<file path="config.mk">
export PLATFORM = sky130hd
export DESIGN_NAME = idex_skid_stage
export DESIGN_NICKNAME = d
export VERILOG_FILES = /design/src/rtl/idex_skid_stage.sv
export SDC_FILE = /design/constraint.sdc
export NUM_CORES = 2
export LEC_CHECK = 0
export BUFFER_PORTS_ARGS = -buffer_cell sky130_fd_sc_hd__buf_2
export CELL_PAD_IN_SITES_DETAIL_PLACEMENT = 0
export CELL_PAD_IN_SITES_GLOBAL_PLACEMENT = 1
export CORE_AREA = 2 2 576 578
export CTS_CLUSTER_DIAMETER = 30
export DETAILED_ROUTE_END_ITERATION = 8
export DIE_AREA = 0 0 578 580
export GPL_ROUTABILITY_DRIVEN = 0
export GPL_TIMING_DRIVEN = 0
export PLACE_DENSITY_LB_ADDON = 0.1
export SKIP_LAST_GASP = 1
export SYNTH_ARGS = -nofsm -noshare
export SYNTH_HDL_FRONTEND = slang
export SYNTH_SLANG_ARGS = --single-unit
</file>
<file path="constraint.sdc">
create_clock -name clk -period 110.8 [get_ports clk]
set_clock_uncertainty 0.15 [all_clocks]
set_input_delay 16.62 -clock clk [delete_from_list [all_inputs] [get_ports clk]]
set_output_delay 16.62 -clock clk [all_outputs]
set_load 0.005 [all_outputs]
</file>
<file path="src/rtl/idex_skid_stage.sv">
// ID/EX two-entry skid stage with flush, hold and a saturating stall counter.
// Decode pushes into main/skid; execute pops from main in FIFO order.
module idex_skid_stage #(
  parameter int DATA_W = 704,
  parameter int CTRL_W = 16,
  parameter int CNT_W  = 16
) (
  input  logic              clk,
  input  logic              reset,
  input  logic              in_valid,
  output logic              in_ready,
  input  logic [DATA_W-1:0] in_data,
  input  logic [CTRL_W-1:0] in_ctrl,
  output logic              out_valid,
  input  logic              out_ready,
  output logic [DATA_W-1:0] out_data,
  output logic [CTRL_W-1:0] out_ctrl,
  input  logic              flush,
  input  logic              hold,
  output logic [1:0]        occupancy,
  output logic [CNT_W-1:0]  stall_cnt
);

  localparam logic [1:0] EMPTY = 2'd0;
  localparam logic [1:0] FULL  = 2'd1;
  localparam logic [1:0] SKID  = 2'd2;

  logic [1:0]        state_q, state_d;
  logic [DATA_W-1:0] main_data_q, main_data_d;
  logic [CTRL_W-1:0] main_ctrl_q, main_ctrl_d;
  logic [DATA_W-1:0] skid_data_q, skid_data_d;
  logic [CTRL_W-1:0] skid_ctrl_q, skid_ctrl_d;
  logic [CNT_W-1:0]  stall_cnt_q, stall_cnt_d;
  logic              accept;
  logic              rel;

  // Handshake signals and head-entry outputs
  always_comb begin
    in_ready  = !reset && (state_q != SKID)
                && !hold && !flush;
    out_valid = (state_q != EMPTY);
    out_data  = out_valid ? main_data_q : '0;
    out_ctrl  = out_valid ? main_ctrl_q : '0;
    occupancy = state_q;
    stall_cnt = stall_cnt_q;
    accept    = in_valid && in_ready;
    rel       = out_valid && out_ready && !hold;
  end

  // Next-state and entry movement; flush wins over everything
  always_comb begin
    state_d     = state_q;
    main_data_d = main_data_q;
    main_ctrl_d = main_ctrl_q;
    skid_data_d = skid_data_q;
    skid_ctrl_d = skid_ctrl_q;
    if (flush) begin
      state_d     = EMPTY;
      main_data_d = '0;
      main_ctrl_d = '0;
      skid_data_d = '0;
      skid_ctrl_d = '0;
    end else begin
      case (state_q)
        EMPTY: begin
          if (accept) begin
            main_data_d = in_data;
            main_ctrl_d = in_ctrl;
            state_d     = FULL;
          end
        end
        FULL: begin
          if (accept && rel) begin
            main_data_d = in_data;
            main_ctrl_d = in_ctrl;
          end else if (accept) begin
            skid_data_d = in_data;
            skid_ctrl_d = in_ctrl;
            state_d     = SKID;
          end else if (rel) begin
            state_d = EMPTY;
          end
        end
        SKID: begin
          if (rel) begin
            main_data_d = skid_data_q;
            main_ctrl_d = skid_ctrl_q;
            state_d     = FULL;
          end
        end
        default: state_d = EMPTY;
      endcase
    end
  end

  // Saturating count of cycles stalled by execute
  always_comb begin
    stall_cnt_d = stall_cnt_q;
    if (out_valid && !out_ready && !flush
        && (stall_cnt_q != {CNT_W{1'b1}}))
      stall_cnt_d = stall_cnt_q + CNT_W'(1);
  end

  // State and storage registers
  always_ff @(posedge clk or posedge reset) begin
    if (reset) begin
      state_q     <= EMPTY;
      main_data_q <= '0;
      main_ctrl_q <= '0;
      skid_data_q <= '0;
      skid_ctrl_q <= '0;
      stall_cnt_q <= '0;
    end else begin
      state_q     <= state_d;
      main_data_q <= main_data_d;
      main_ctrl_q <= main_ctrl_d;
      skid_data_q <= skid_data_d;
      skid_ctrl_q <= skid_ctrl_d;
      stall_cnt_q <= stall_cnt_d;
    end
  end

endmodule

</file>
# Word level (Yosys, flattened, before mapping)
# Cells that the tools add are included.
# W data, S select, Z words.
totals:
  ff_bits: 1458
  in_bits: 726
  output_inout_bits: 740
  wordCells: 64
classes:
  add_sub_neg: 1
  eq_ne: 10
  muxes: 25
  reduce_logical: 22
op_table:
  columns: ["cell", "n"]
  rows:
  - ["$mux W704", 8]
  - ["$pmux W704 S3", 1]
  - ["$mux W16", 8]
  - ["$pmux W16 S3", 1]
  - ["$add A16 B1 Y16 const B", 1]
  - ["$ne A16 B16 Y1 const B", 1]
  - ["$mux W2", 6]
  - ["$ne A3 B3 Y1 const B", 4]
  - ["$logic_and A1 B1 Y1", 10]
  - ["$reduce_and A4 Y1", 2]
  - ["$pmux W2 S3", 1]
  - ["$reduce_bool A2 Y1", 3]
  - ["$logic_not A1 Y1", 4]
  - ["$ne A2 B2 Y1 const B", 2]
  - ["$ne A4 B4 Y1 const B", 1]
  - ["$reduce_bool A4 Y1", 1]
  - ["$reduce_and A3 Y1", 1]
  - ["$eq A2 B1 Y1 const B", 1]
  - ["$eq A2 B2 Y1 const B", 1]
  - ["$logic_not A2 Y1", 1]

# Longest topological paths before layout
depth:
  depth_word: 9
  depth_mapped: 10
  depth_no_buf: 6

# Worst setup path before layout
# Ideal clock, no wire load.
synth_timing:
  path_type: "input-to-output"
  from: "input port flush"
  to: "output port in_ready"
  arrival_ns: 17.092
  required_ns: 94.030
  setup_slack_ns: 76.938
  path_stages: 2
  n_path_buf: 1
  path_cell_list: "buf_2 > nor4_1"
synth_between:
  elab_chain_len: 2
synth_rtl:
  columns: ["item", "line", "text"]
  rows:
  - ["from (decl)", "18", "input logic flush,"]
  - ["$logic_not A1 Y1", "40", "&& !hold && !flush;"]
  - ["$logic_and A1 B1 Y1", "40", null]
  - ["to (decl)", "11", "output logic in_ready,"]
# Every way passes these cells.

# Final worst setup path
# Same ends and word-level chain as after synthesis.

==> results by group <==
Cells and area
  – Share of cells above drive strength 1: ~45%
  – Final Core Density: 30.3%
  – Post-layout nets: ~7700
  – Synthesis-to-finish area growth: 45.2%
  – Fillers: 33700

Clock tree
  – Hold Buf Count CTS: 0
  – Num CTS Buffers: 526
  – CTS root buffer: clkbuf_16
  – Post-CTS sizing: 0
  – Clock latency on the worst-skew pair: roughly 1 ns
  – CTS tree: done
  – Htree depth: 6
  – Post-CTS Setup Inserts: 0
  – Sink Count: ~1500
  – Clock slew at reported path FFs: about 0.04 ns
  – Maximum clock path buffer count: 4

Detailed routing
  – Routed wl met2: approximately 160000 um
  – Post-route DRC: 0
  – WL met1: ~130000 um
  – Detail Route Antenna Nets: 0
  – Max layer used: met5
  – Initial DRC Count: about 2700
  – Via count: approximately 52000
  – Wire length on met3: 33000 um
  – WL per Instance: ~29 um
  – Total wire length: 336000 um
  – Post-DR vias/cell: around 4.4
  – DR pass1 iterations: 5

Global routing
  – Total grt overflow: 0
  – First-pass GRT wire length: ~470000 um
  – Vias in the first global route: between 50000 and 60000
  – Initial antenna violation count: between 300 and 400
  – Gr usage total: 19.5%
  – Pin count of the biggest net entering global routing: 110

Setup path
  – Critical path peak fanout: 10
  – RR Endpoint: main_data_q[309]$_DFFE_PP0P_
  – Crit path depth: 3
  – Crit path required time: ~94 ns
  – Cell Chain, Critical Path: buf_2 > nor4_1 > buf_2
  – Crit Path Category: input port to output port
  – R2R Path Start: occupancy[0]$_DFFE_PP0P_
  – Startpoint Class: input port
  – Crit path largest cell delay: 0.27 ns
  – Most common cell on crit path: buf_2
  – Critical Path End Type: output port
  – R2R depth: 8
  – CP Data Arrival Time: around 17 ns
  – Flop2flop setup slack: approximately 110 ns
  – Worst Setup SP: flush
  – CP max-delay cell: nor4_1
  – Crit path max-delay family: buffers and inverters
  – Worst path bufs/invs: 2

Logic synthesis
  – Most instantiated library cell after synthesis: dfrtp_1
  – Post-synth EDFFs: 0
  – Synth warn: 0
  – Post-synth top flop: dfrtp_1
  – Syn Nets: approximately 5600
  – Synth area leader: dfrtp_1
  – Seq/Total Area, Yosys: 53.2%
  – Cell variety after synth: 39
  – Mapped cell area: ~69000 um2
  – Top cells by count, synth: dfrtp_1 (1458), nor2b_1 (722), a22o_1 (720), mux2i_1 (720), o2bb2ai_2 (700)
  – #FFs+latches synth: between 1000 and 1500
  – Post-Synthesis Cells: 4912
  – Yosys top cell area share: 53.2%
  – Synth top area cells: dfrtp_1 (53%), o2bb2ai_2 (15%), mux2i_1 (11%)
  – Async S/R FF share, synth: between 90% and 100%
  – Avg Inst Size Synth: 14.0 um2

Power and ir drop
  – Maximum VDD drop: 0.0165 mV
  – Overall power: between 2000 and 2500 uW
  – Leak pwr: approximately 0.045 uW
  – Power Dens Cells: 24.5 nW/um2

Floorplanning
  – Die width: 578 um
  – FP Rows: 211
  – Initial Util: 20.8%
  – Number of I/O pins: ~1500
  – Die area: 335000 um2
  – Die height: 580 um
  – Std-Cell Core Area: between 300000 and 400000 um2

Timing
  – Slew headroom: 13.7%
  – FMAX: 29.3 MHz
  – Final setup TNS: 0 ns
  – Slew Limit Fails: 0
  – Final Critical Period: ~34 ns
  – Final Cycle Share: a little under a third
  – RSZ-0062 raised after global routing: no
  – Final hold viol count: 0
  – # setup viols final: 0
  – Worst-Margin Slew: 1.29 ns

Worst hold path
  – Worst hold path depth: 1
  – Worst-case hold path end point: main_data_q[677]$_DFFE_PP0P_
  – Worst Hold Class: flip-flop to flip-flop
  – Hold path startpoint: main_data_q[677]$_DFFE_PP0P_

Run status
  – Status: finished clean

Placement
  – Detailed-placement wirelength estimate: 248000 um
  – Port bufs: around 1500

Flow run
  – MaxCap Viol Count: 0
==> cell type report <==
type	instances	area [um2]	area share (%)
sequential	1458	36500	36.6
multi-input combinational	2968	29300	29.4
clock buffer	782	15600	15.7
timing repair buffer	1480	7760	7.79
tap	4366	5460	5.48
buffer	482	2790	2.80
clock inverter	150	1960	1.97
antenna	63	158	0.158
inverter	4	22.5	0.0226
==> per-layer routing <==
metal / track usage [%] / up-vias
li1: - / 22800
met1: 22.6 / 26100
met2: 31.5 / 2111
met3: 8.56 / 959
met4: 6.92 / 166
met5: 0 / -
==> through the flow <==
stage / std cells / instance area [um2] / hold slack (ns) / setup slack [ns]
finish: 11800 / 99600 / 0.325 / 76.70
global route: 11700 / 99500 / 0.344 / 76.63
CTS: 11700 / 99400 / 0.332 / 76.68
detailed placement: 10800 / 81800 / 0.319 / 76.69
global placement: 10700 / 81400 / 0.319 / 27.53
floorplan: 4912 / 68600 / 0.299 / 52.91
==> report_power, final <==
| part | leakage (uW) | total [uW] | internal [uW] | switching [uW] |
|---|---|---|---|---|
| Combinational | 0.0161 | 350 | 131 | 219 |
| Clock | 0.00868 | 1450 | 1020 | 428 |
| Sequential | 0.0201 | 645 | 597 | 48.1 |
==> registers in the layout, indices dropped and copies added (netlist names) <==
register	cells
main_ctrl_q	16
main_data_q	704
occupancy	2
skid_ctrl_q	16
skid_data_q	704
stall_cnt	16
==> how the worst max path moves through the flow <==
stage,to,slack (ns)
2_1_floorplan,main_ctrl_q[0]$_DFFE_PP0P_,52.91
3_3_place_gp,main_data_q[354]$_DFFE_PP0P_,27.53
3_5_place_dp,in_ready,76.69
4_1_cts,in_ready,76.68
5_1_grt,in_ready,76.63
6_report,in_ready,76.70
==> cells by family after synthesis <==
group / Yosys count / synth area share (%)
AO/OA/AOI/OAI: 1451 / 24.9
flip-flops: 1458 / 53.2
buffers and inverters: 486 / 4.09
AND/OR/NAND/NOR: 776 / 7.05
XOR/XNOR: 12 / 0.153
multiplexers: 724 / 10.6
adder cells (fa/ha/maj): 5 / 0.0912
==> placed cells by master, fill, tap and decap left out, types with 3 or more instances in the layout <==
master and count:
nand4_1 6, nor2_1 10, xor2_1 12, o2bb2ai_2 700, o2bb2ai_1 20, nor3_1 5
nand3_1 6, buf_2 1663, nand2_1 8, clkinv_16 9, clkbuf_1 273, buf_6 78
inv_6 17, inv_1 3, nor2b_1 722, buf_1 5, mux2_2 4, nor4_1 5
a22o_1 720, bufinv_16 25, clkbuf_8 134, ha_1 5, clkinv_2 74, a21oi_1 3
clkbuf_16 534, clkinv_8 15, buf_16 15, dfrtp_1 1458, mux2i_1 720, inv_16 8
buf_4 39, diode_2 63
(Power assumes the default switching activity.)
